<file path="src/rtl/cond_unit.sv">
// Conditional-execution stage: holds NZCV, evaluates ARM condition codes,
// gates write/branch controls and registers the result behind valid/ready.
module cond_unit #(
    parameter logic [3:0] NZCV_RST = 4'b0000,
    parameter int         SQ_W     = 16
) (
    input  logic            clk,
    input  logic            rst_n,
    input  logic            InValid,
    output logic            InReady,
    input  logic [3:0]      Cond,
    input  logic [1:0]      FlagWrite,
    input  logic            RegWriteIn,
    input  logic            MemWriteIn,
    input  logic            PCSrcIn,
    input  logic            Negative,
    input  logic            Zero,
    input  logic            Carry,
    input  logic            OverFlow,
    input  logic            Flush,
    output logic            OutValid,
    input  logic            OutReady,
    output logic            RegWrite,
    output logic            MemWrite,
    output logic            PCSrc,
    output logic            CondEx,
    output logic [3:0]      Flags,
    output logic [SQ_W-1:0] SquashCount
);

    logic            ov_q, ov_d;
    logic            rw_q, rw_d;
    logic            mw_q, mw_d;
    logic            pc_q, pc_d;
    logic            ce_q, ce_d;
    logic [3:0]      fl_q, fl_d;
    logic [SQ_W-1:0] sq_q, sq_d;
    logic            accept;
    logic            ce;
    logic            n, z, c, v;

    assign {n, z, c, v} = fl_q;
    assign InReady = !ov_q | OutReady;
    assign accept  = InValid & InReady & !Flush;

    // Evaluated against the registered flags, never the ALU inputs
    always_comb begin
        ce = 1'b1;
        unique case (Cond)
            4'b0000: ce = z;
            4'b0001: ce = !z;
            4'b0010: ce = c;
            4'b0011: ce = !c;
            4'b0100: ce = n;
            4'b0101: ce = !n;
            4'b0110: ce = v;
            4'b0111: ce = !v;
            4'b1000: ce = c & !z;
            4'b1001: ce = !c | z;
            4'b1010: ce = (n == v);
            4'b1011: ce = (n != v);
            4'b1100: ce = !z & (n == v);
            4'b1101: ce = z | (n != v);
            default: ce = 1'b1;
        endcase
    end

    always_comb begin
        ov_d = ov_q;
        rw_d = rw_q;
        mw_d = mw_q;
        pc_d = pc_q;
        ce_d = ce_q;
        fl_d = fl_q;
        sq_d = sq_q;
        if (Flush) begin
            ov_d = 1'b0;
            rw_d = 1'b0;
            mw_d = 1'b0;
            pc_d = 1'b0;
            ce_d = 1'b0;
        end else if (accept) begin
            ov_d = 1'b1;
            ce_d = ce;
            rw_d = RegWriteIn & ce;
            mw_d = MemWriteIn & ce;
            pc_d = PCSrcIn & ce;
            if (ce) begin
                if (FlagWrite[1]) fl_d[3:2] = {Negative, Zero};
                if (FlagWrite[0]) fl_d[1:0] = {Carry, OverFlow};
            end else if (sq_q != {SQ_W{1'b1}}) begin
                sq_d = sq_q + {{(SQ_W-1){1'b0}}, 1'b1};
            end
        end else if (ov_q & OutReady) begin
            ov_d = 1'b0;
            rw_d = 1'b0;
            mw_d = 1'b0;
            pc_d = 1'b0;
            ce_d = 1'b0;
        end
    end

    always_ff @(posedge clk or negedge rst_n) begin
        if (!rst_n) begin
            ov_q <= 1'b0;
            rw_q <= 1'b0;
            mw_q <= 1'b0;
            pc_q <= 1'b0;
            ce_q <= 1'b0;
            fl_q <= NZCV_RST;
            sq_q <= '0;
        end else begin
            ov_q <= ov_d;
            rw_q <= rw_d;
            mw_q <= mw_d;
            pc_q <= pc_d;
            ce_q <= ce_d;
            fl_q <= fl_d;
            sq_q <= sq_d;
        end
    end

    assign OutValid    = ov_q;
    assign RegWrite    = rw_q;
    assign MemWrite    = mw_q;
    assign PCSrc       = pc_q;
    assign CondEx      = ce_q;
    assign Flags       = fl_q;
    assign SquashCount = sq_q;

endmodule

</file>
<file path="config.mk">
export PLATFORM = sky130hd
export DESIGN_NAME = cond_unit
export DESIGN_NICKNAME = d
export VERILOG_FILES = /design/src/rtl/cond_unit.sv
export SDC_FILE = /design/constraint.sdc
export NUM_CORES = 1
export LEC_CHECK = 0
export CAP_MARGIN = 10
export CORE_ASPECT_RATIO = 0.7
export CORE_MARGIN = 1
export CORE_UTILIZATION = 49
export DETAILED_ROUTE_END_ITERATION = 8
export PLACE_DENSITY_LB_ADDON = 0.3
export SYNTH_ARGS = -nofsm -noshare
export SYNTH_HDL_FRONTEND = slang
export SYNTH_SLANG_ARGS = --single-unit
</file>
<file path="constraint.sdc">
create_clock -name clk -period 3.1 [get_ports clk]
set_input_delay 0.775 -clock clk [delete_from_list [all_inputs] [get_ports clk]]
set_output_delay 0.775 -clock clk [all_outputs]
set_load 0.05 [all_outputs]
</file>
; Word-level counts from Yosys, hierarchy flattened
; Cells that the tools add are included.
[op_classes]
n_mul = 0
shift = 0
reduce_logical = 11
n_div = 0
magnitude_cmp = 0
bitwise_logic = 13
n_mux = 12
n_eq_ne = 16
add_sub_neg = 1
[op_table]
columns = operator, n
row1 = "== test 4 bit, second input constant", 6
row2 = "adder 16 x 1 -> 16 bit, second input constant", 1
row3 = "== test 4 x 3 -> 1 bit, second input constant", 4
row4 = "inequality test 16 bit, second input constant", 1
row5 = case mux 1 bit (14 select lines), 1
row6 = AND reduction 4 bit, 3
row7 = 2-to-1 mux 1 bit, 11
row8 = bitwise AND 1 bit, 8
row9 = "== test 4 x 2 -> 1 bit, second input constant", 2
row10 = zero test 1 bit, 6
row11 = "== test 4 x 1 -> 1 bit, second input constant", 1
row12 = zero test 4 bit, 1
row13 = OR 1 bit, 3
row14 = nonzero test 3 bit, 1
row15 = inverter 1 bit, 2
row16 = == test 1 bit, 1
row17 = inequality test 1 bit, 1
[word_totals]
mem_count = 0
regBits = 25
inputBits = 18
ram_bits = 0
wordCells = 61
latchBits = 0
mem_bits_ro = 0
out_inout_bits = 26

; Depth between registers and ports, before layout
[depth]
word_depth = 6
mapped_depth = 8
depth_no_buf = 7

; Worst setup path after synthesis
; No wires, ideal clock.
[synth_timing]
path_type = input to register
from = input Cond[3]
to = register sq_q[11], in the netlist SquashCount[11]
slack_ns = 0.704
path_buffers = 1
arrival_time_ns = 2.255
t_required_ns = 2.959
stages = 7
path_cell_list = buf_4 > and3b_1 > a22oi_2 > xnor2_2 > o2111ai_4 > or4_4 > xnor2_2
[synth_via]
elab_chain_len = 4
[synth_lines]
columns = element, line_no
row1 = "start, declared", 11  ; input logic [3:0] Cond,
row2 = "== test 4 bit, or another cell as far along", 49  ; unique case (Cond)
row3 = case mux 1 bit (14 select lines) (*), 49
row4 = inverter 1 bit (no source line) (*), n/a
row5 = AND reduction 4 bit (no source line) (*), n/a
row6 = "end signal, assigned", 119  ; sq_q <= sq_d;
row7 = "end, declared", 37  ; logic [SQ_W-1:0] sq_q, sq_d;
; Mark *: on every way between the ends. The rest lies on a longest branch, timed or not.
; A chain may end at the register's enable or synchronous reset.

; Worst setup path in the final report
[layout_timing]
from = input Cond[1]
to = register sq_q[11], in the netlist SquashCount[11]
; Same word-level chain as after synthesis.

==> out/metrics.yaml <==
status: "finished clean"
placed_area_um2: 1900
slew_violations: 0
grt_pass1_wl_mm: 5.26
timing_worst_setup_path_type: "input port to register"
cp.required_ns: 3.26
clkTransAtPathRegs_ns: 0.08
timing.rr.end: "Flags[0]"
reg2reg_slack_ns: 0.98
cts.sinks: 25
fill_cells: 168
std_cell_rows: 15
r2r-start: "Flags[3]"
tightestPinTransition_ns: 0.508
yosysMostFrequentCell: "dfrtp_1"
crit_end: "SquashCount[11]"
min_path_type: "register to register"
power_density_nw_per_um2: 672
crit_fanout: 13
coreArea_um2: 2590
grt_max_degree: 26
multi_input_area_um2: 747
reg2reg_depth: 6
async_reset_ff_share_pct: 100
layout-drive-gt1-share_pct: 12.9
die-area_um2: 3100
overflow: 0
synth_cell_types: 43
cts_buffers: 3
startpoint: "Cond[1]"
hold_buffers: 0
gp_congestion: 0.841
yosysSeqAreaShare_pct: 44.4
crit_path_end_kind: "register"
root_buffer: "clkbuf_8"
max_freq_mhz: 362
io_buffers: 43
ys_warn_count: 0
grt_antenna_before_repair: 0
ios: 44
fin_crit_sh_pct: 89.1
cts_tree: "built"
syn_nets: 148
ys_ff_latch: 25
yosys.area.top_type: "dfrtp_1"
wire_per_inst_um: 15.0
setup_viol_count_final: 0
syn_area_per_cell_um2: 10.9
clock_latency_ns: 0.27
post-synth-top-area-fraction_pct: 44.4
vias: 1187
area_growth_pct: 38.0
first_global_vias: 1184
slew-limit-headroom_pct: 66.0
whs_ns: 0.500
rsz0062_at_grt: "false"
synth.area.top_cells: "dfrtp_1, xor2_1, mux2_1"
post-route-min-period_ns: 2.76
drv_cap: 0
netlist_instances: 129
nets: 198
dp_hpwl_mm: 2.44
grt_use_total_pct: 23.2
drt-pass1-iter-count: 4
hold_depth: 1
drt_wl_total_mm: 3.18
viasPerCell: 5.60
yosys-top-cells-count: "dfrtp_1, xor2_1, nand2_1"
die_h_um: 46.9
post-cts-setup-buffer-count: 0
ys.flop_type: "dfrtp_1"
final_area_um2: 1940
final_hold_viol_count: 0
cts_htree_levels: 1
clock_skew_ns: 0.00380
fp.dieW_um: 66.1
p_leak_nw: 0.843
peakVddDrop_v: 0.000581
drtIter0Drc: 56
fin_tns_setup_ns: 0
critPathLaunchType: "input port"
n_antenna_cell: 0
synth_edf_count: 0
cp.arrival_ns: 2.92
regArea_um2: 626
start_util_pct: 54.4
syn_area_um2: 1410
post-route-drc-count: 0
cts_buffer_depth: 2
postRouteAntennaNets: 0
cts-resized-gates: 0
## sequential cells by signal (all words and copies together) (netlist names)
| name | cells |
|---|---|
| CondEx | 1 |
| OutValid | 1 |
| PCSrc | 1 |
| RegWrite | 1 |
| SquashCount | 16 |
| MemWrite | 1 |
| Flags | 4 |
## logic make-up (layout without fill, tap and decap cells)
| family | after synthesis | after routing | synth area share, % |
|---|---|---|---|
| compound gates | 12 | 12 | 7.82 |
| xor+xnor | 17 | 17 | 11.6 |
| fa+ha+maj | 1 | 1 | 0.888 |
| buf+inv | 8 | 57 | 3.02 |
| flops | 25 | 25 | 44.4 |
| mux | 8 | 8 | 6.31 |
| simple gates | 58 | 58 | 25.9 |
## area by class of cell
class                   instances  area share, %
multi-input cells              96           38.4
inverters                       5          0.965
flip-flops and latches         25           32.2
clock buffers                   4           2.32
well taps                      34           2.19
repair buffers                 48           23.9
## worst min-delay path by stage
stage / from / end / slack [ns]
6_report: SquashCount[8] / SquashCount[8] / 0.50
5_1_grt: SquashCount[8] / SquashCount[8] / 0.53
4_1_cts: SquashCount[8] / SquashCount[8] / 0.50
3_5_place_dp: RegWrite / RegWrite / 0.49
3_3_place_gp: CondEx / CondEx / 0.47
2_1_floorplan: rst_n / CondEx / 0.48
## report_power, final
| group | internal (W) | switching [W] | total [W] |
|---|---|---|---|
| clock network | 0.0000919 | 0.0000962 | 0.000188 |
| registers | 0.000390 | 0.0000923 | 0.000482 |
| logic | 0.000250 | 0.000387 | 0.000637 |
| total | 0.000732 | 0.000575 | 0.00131 |
## critical path: stages
cell	delay (ns)
clkdlybuf4s50_1	0.59
mux2i_1	0.24
xnor2_1	0.13
or3_1	0.17
o2111ai_4	0.26
or4_4	0.60
xnor2_2	0.14
## stage by stage
step | util, % | instances | setup slack [ns] | power, W
6_report | 75.1 | 212 | 0.338 | 0.00131
5_1_grt | 75.1 | 212 | 0.213 | 0.00137
4_1_cts | 75.1 | 212 | 0.348 | 0.00131
3_5_place_dp | 73.3 | 208 | 0.0547 | 0.00112
3_3_place_gp | 73.3 | 208 | 0.100 | 0.00111
2_1_floorplan | - | 129 | 0.704 | 0.000908
## per-layer routing
layer | vias up | global-route usage [%] | part of all wire, %
li1 | 566 | - | -
met1 | 581 | 29.3 | 45
met2 | 35 | 40.2 | 49
met3 | 5 | 4.85 | 5.3
met4 | 0 | 8.94 | 0.98
met5 | - | 0 | 0
## cell usage in the layout (no fill, tap or decap), drive strengths merged, types with 3 or more instances in the layout
cell | Yosys | layout
clkbuf | 0 | 4
buf | 3 | 6
and3 | 3 | 3
mux2 | 7 | 7
nand3 | 5 | 5
nor2 | 7 | 7
inv | 5 | 5
a22o | 3 | 3
nand2b | 3 | 3
xnor2 | 7 | 7
clkdlybuf4s50 | 0 | 42
nor4 | 5 | 5
dfrtp | 25 | 25
nor3 | 7 | 7
xor2 | 10 | 10
nand2 | 9 | 9
a21oi | 3 | 3
nand4 | 6 | 6
Power figures use the tool's default switching activity.
==> variant 1, RTL diff (same settings) <==
Put one more register stage on the output `SquashCount`. The value now appears one clock later. The other outputs are not delayed to match.
--- a/src/rtl/cond_unit.sv
+++ b/src/rtl/cond_unit.sv
@@ -126,7 +126,9 @@
     assign PCSrc       = pc_q;
     assign CondEx      = ce_q;
     assign Flags       = fl_q;
-    assign SquashCount = sq_q;
+    always_ff @(posedge clk) begin
+        SquashCount <= sq_q;
+    end
 
 endmodule
 
Formal check against the unedited RTL: not equivalent (Yosys sat finds a counterexample within 4 cycles, from zero or initial values and one cycle with rst_n low).
==> variant 1 against the original RTL <==
  * Total power increased by 32%
  * Cell area grew 24%
  * Area after synthesis up 28%
  * Wire length increased by 12%
  * Synthesized cell count grew 16%
  * Sequential share of layout area up 7.1 points
  * Setup slack worse by 0.12 ns
  * Critical path type unchanged
  * Global-route usage down 1.4 points
  * Sequential cell count grew 16
  * Critical endpoint is now sq_q[4]
==> variant 1: results (changes against the original RTL) <==
stage	metric	value	unit	change
status	status	finished clean		unchanged
hold_path	worst hold path startpoint	sq_q[14]		was SquashCount[8]
routing	Met3 Routed Length	224	um	was 167 um
logic_synthesis	ranking of synthesized cells by area	dfrtp_1, dfxtp_1, xor2_1		was dfrtp_1, xor2_1, mux2_1
placed_design	Post-Place Worst Slack	-0.09385	ns	was 0.05473 ns
hold_path	Hold Path Stages	0		was 1
placed_design	post-DP HPWL	2.705	mm	was 2.444 mm
timing	Least-Margin Pin Slew	0.5032	ns	was 0.5078 ns
worst_setup_path	Reg2Reg Setup Slack	0.90	ns	was 0.98 ns
worst_setup_path	Crit Path Max Fanout	8		was 13
logic_synthesis	asr flop ratio synth	60.98	%	was 100.0%
placed_design	dpl cell area	2327	um^2	was 1899 um^2
worst_setup_path	Worst Path Arrival	3.09	ns	was 2.92 ns
timing	Setup Skew	0.002182	ns	was 0.003803 ns
layout	final net count	225		was 198
routing	Via density	5.189		was 5.599
routing	wire per inst	13.95	um	was 14.98 um
worst_setup_path	CP max-delay cell	clkdlybuf4s50_1		was or4_4
layout	layout cells sized above 1	18.36	%	was 12.92%
logic_synthesis	XOR/XNOR Fraction of Synth Area	8.287	%	was 11.63%
routing	routed wl met2	1.526	mm	was 1.563 mm
placed_design	dpl cells	246		was 208
routing	Met1 Wirelength	1.771	mm	was 1.413 mm
cts	CTS HTree Levels	2		was 1
worst_setup_path	CP Capture Point	sq_q[4]		was SquashCount[11]
logic_synthesis	Adder-Cell Fraction of Synth Area	0.6964	%	was 0.8881%
logic_synthesis	mux cell area share after synthesis	4.248	%	was 6.306%
routing	First DRT Iteration DRCs	112		was 56
logic_synthesis	Yosys top cell area share	34.82	%	was 44.40%
routing	via count	1318		was 1187
power	Leakage	1.058	nW	was 0.8428 nW
worst_setup_path	CP Launch Point	Cond[2]		was Cond[1]
logic_synthesis	most frequent cells after synthesis	dfrtp_1, dfxtp_1, xor2_1, nand3_1		was dfrtp_1, xor2_1, nand2_1, nor2_1, nor3_1
[variant 1: cell types whose count changed after synthesis, sizes merged, moves of 3 or more]
cell   before  now
nor4        5    2
buf         3    6
nand2       9    6
dfxtp       0   16
nand4       6    2
o21ai       0    4
and4        0    5
[variant 1: power breakdown]
group | switching (mW) | leakage (nW) | internal (mW)
registers | 0.0958 | 0.450 | 0.628
logic | 0.416 | 0.563 | 0.260
clock network | 0.166 | 0.0450 | 0.156
total | 0.679 | 1.06 | 1.04
[variant 1: layout make-up]
type | count | area [um^2]
fillers | 235 | 908.4
repair buffers | 55 | 518.0
flip-flops and latches | 41 | 945.9
multi-input cells | 99 | 789.5
well taps | 47 | 58.81
clock inverters | 2 | 10.01
clock buffers | 6 | 72.57
inverters | 4 | 15.01
[variant 1: layer usage]
metal	vias up	track usage, %
met3	4	5.577
met2	54	32.28
met4	0	5.346
li1	640	-
met5	-	0
met1	620	31.59
==> variant 2, RTL diff (same flow settings) <==
Made on the original files. Change the parameter `SQ_W` from 16 to 14.
--- a/src/rtl/cond_unit.sv
+++ b/src/rtl/cond_unit.sv
@@ -2,7 +2,7 @@
 // gates write/branch controls and registers the result behind valid/ready.
 module cond_unit #(
     parameter logic [3:0] NZCV_RST = 4'b0000,
-    parameter int         SQ_W     = 16
+    parameter int         SQ_W     = 14
 ) (
     input  logic            clk,
     input  logic            rst_n,
Interface: changed (resized SquashCount); port bits go from 44 to 42. No check against the original RTL was run, so the function may have changed too.
==> variant 2 against the original RTL <==
  * Sequential cell count down 2
  * Register-to-register slack about the same
  * Cell area down 17%
  * Critical endpoint is now SquashCount[1]
  * Setup slack better by 0.12 ns
  * Clock skew up 0.011 ns
  * Via count down 20%
  * Area after synthesis down 19%
  * Cell count down 17%
  * Wire length down 20%
  * Largest cell class is now sequential cells
  * Total power down 12%
==> variant 2: results (changes against the original RTL) <==
stage	metric	value	unit	change
status	status	finished clean		unchanged
logic_synthesis	most frequent cells after synthesis	dfrtp_1, xnor2_1, nand3_1, mux2_2, nand4_1		was dfrtp_1, xor2_1, nand2_1, nor2_1, nor3_1
logic_synthesis	ranking of synthesized cells by area	dfrtp_1, xnor2_1, mux2_2		was dfrtp_1, xor2_1, mux2_1
placed_design	gp weighted congestion	0.7921		was 0.8405
timing	Setup Skew	0.01471	ns	was 0.003803 ns
routing	First DRT Iteration DRCs	42		was 56
worst_setup_path	Crit Path Max Fanout	12		was 13
cts	clk_lat worst skew	0.33	ns	was 0.27 ns
grt	Tot GR Track Use	22.86	%	was 23.17%
placed_design	# port buffers	41		was 43
worst_setup_path	worst stage delay on the critical path	0.51	ns	was 0.60 ns
worst_setup_path	R2R Path End	SquashCount[1]		was Flags[0]
power	VDD IR-drop max	520.2	uV	was 581.0 uV
placed_design	Post-Place Worst Slack	0.1087	ns	was 0.05473 ns
routing	Met3 Routed Length	121	um	was 167 um
power	Leakage	0.6806	nW	was 0.8428 nW
worst_setup_path	CP delay by family, top	multiplexers		was simple AND/OR/NAND/NOR gates
placed_design	post-DP HPWL	1.976	mm	was 2.444 mm
routing	Met1 Wirelength	1.171	mm	was 1.413 mm
hold_path	hold path endpoint	SquashCount[5]		was SquashCount[8]
timing	setup ws final	0.4547	ns	was 0.3377 ns
layout	layout cells sized above 1	10.34	%	was 12.92%
routing	routed wl met2	1.181	mm	was 1.563 mm
grt	first-pass GRT wire length	4.077	mm	was 5.257 mm
hold_path	worst hold path startpoint	SquashCount[5]		was SquashCount[8]
worst_setup_path	CP Capture Point	SquashCount[1]		was SquashCount[11]
routing	Via density	5.373		was 5.599
logic_synthesis	syn_nets	118		was 148
grt	vias in the first global route	873		was 1184
logic_synthesis	Yosys top cell area share	50.33	%	was 44.40%
-- variant 2: cell count changes in the layout (fill, tap and decap cells not counted), sizes merged, moves of 4 or more --
cell	before	now
xnor2	7	13
xor2	10	3
nor2	7	2
nand3	5	9
nor3	7	2
nand2	9	4
nor4	5	0
-- variant 2: cell families (layout without fill, tap and decap cells) --
logic type / count (synthesis) / count (layout) / share of synthesized area, %
flip-flops: 23 / 23 / 50.33
XOR/XNOR: 16 / 16 / 12.25
multiplexers: 6 / 6 / 6.892
AO/OA/AOI/OAI: 9 / 9 / 6.347
AND/OR/NAND/NOR: 41 / 41 / 21.45
adder cells (fa/ha/maj): 1 / 1 / 1.094
buffers and inverters: 3 / 49 / 1.641
-- variant 2: per-stage QoR --
stage | cells | util [%] | hold slack [ns] | cell area (um^2) | total power [mW]
finish | 177 | 74.71 | 0.4987 | 1623 | 1.145
detailed placement | 173 | 73.44 | 0.4865 | 1595 | 1.009
floorplan | 99 | - | 0.4794 | 1144 | 0.8049
CTS | 177 | 74.71 | 0.5054 | 1623 | 1.153
global route | 177 | 74.71 | 0.5211 | 1623 | 1.203
global placement | 173 | 73.44 | 0.4648 | 1595 | 0.9853
-- variant 2: area by class of cell --
class / instances / area (um^2)
clock buffers: 3 / 22.52
clock inverters: 1 / 5.005
fillers: 176 / 549.3
inverters: 2 / 7.507
multi-input cells: 73 / 549.3
flip-flops and latches: 23 / 575.6
well taps: 32 / 40.04
repair buffers: 43 / 422.9
-- variant 2: routing by layer --
layer,up-vias,GRT usage (%)
met5,-,0
met4,0,10.70
met3,7,7.716
met2,28,35.33
met1,465,28.60
li1,451,-
-- variant 2: where the power goes --
group | internal, mW | total (mW) | switching, mW
Combinational | 0.226 | 0.572 | 0.346
Sequential | 0.359 | 0.429 | 0.0697
Clock | 0.0485 | 0.144 | 0.0956
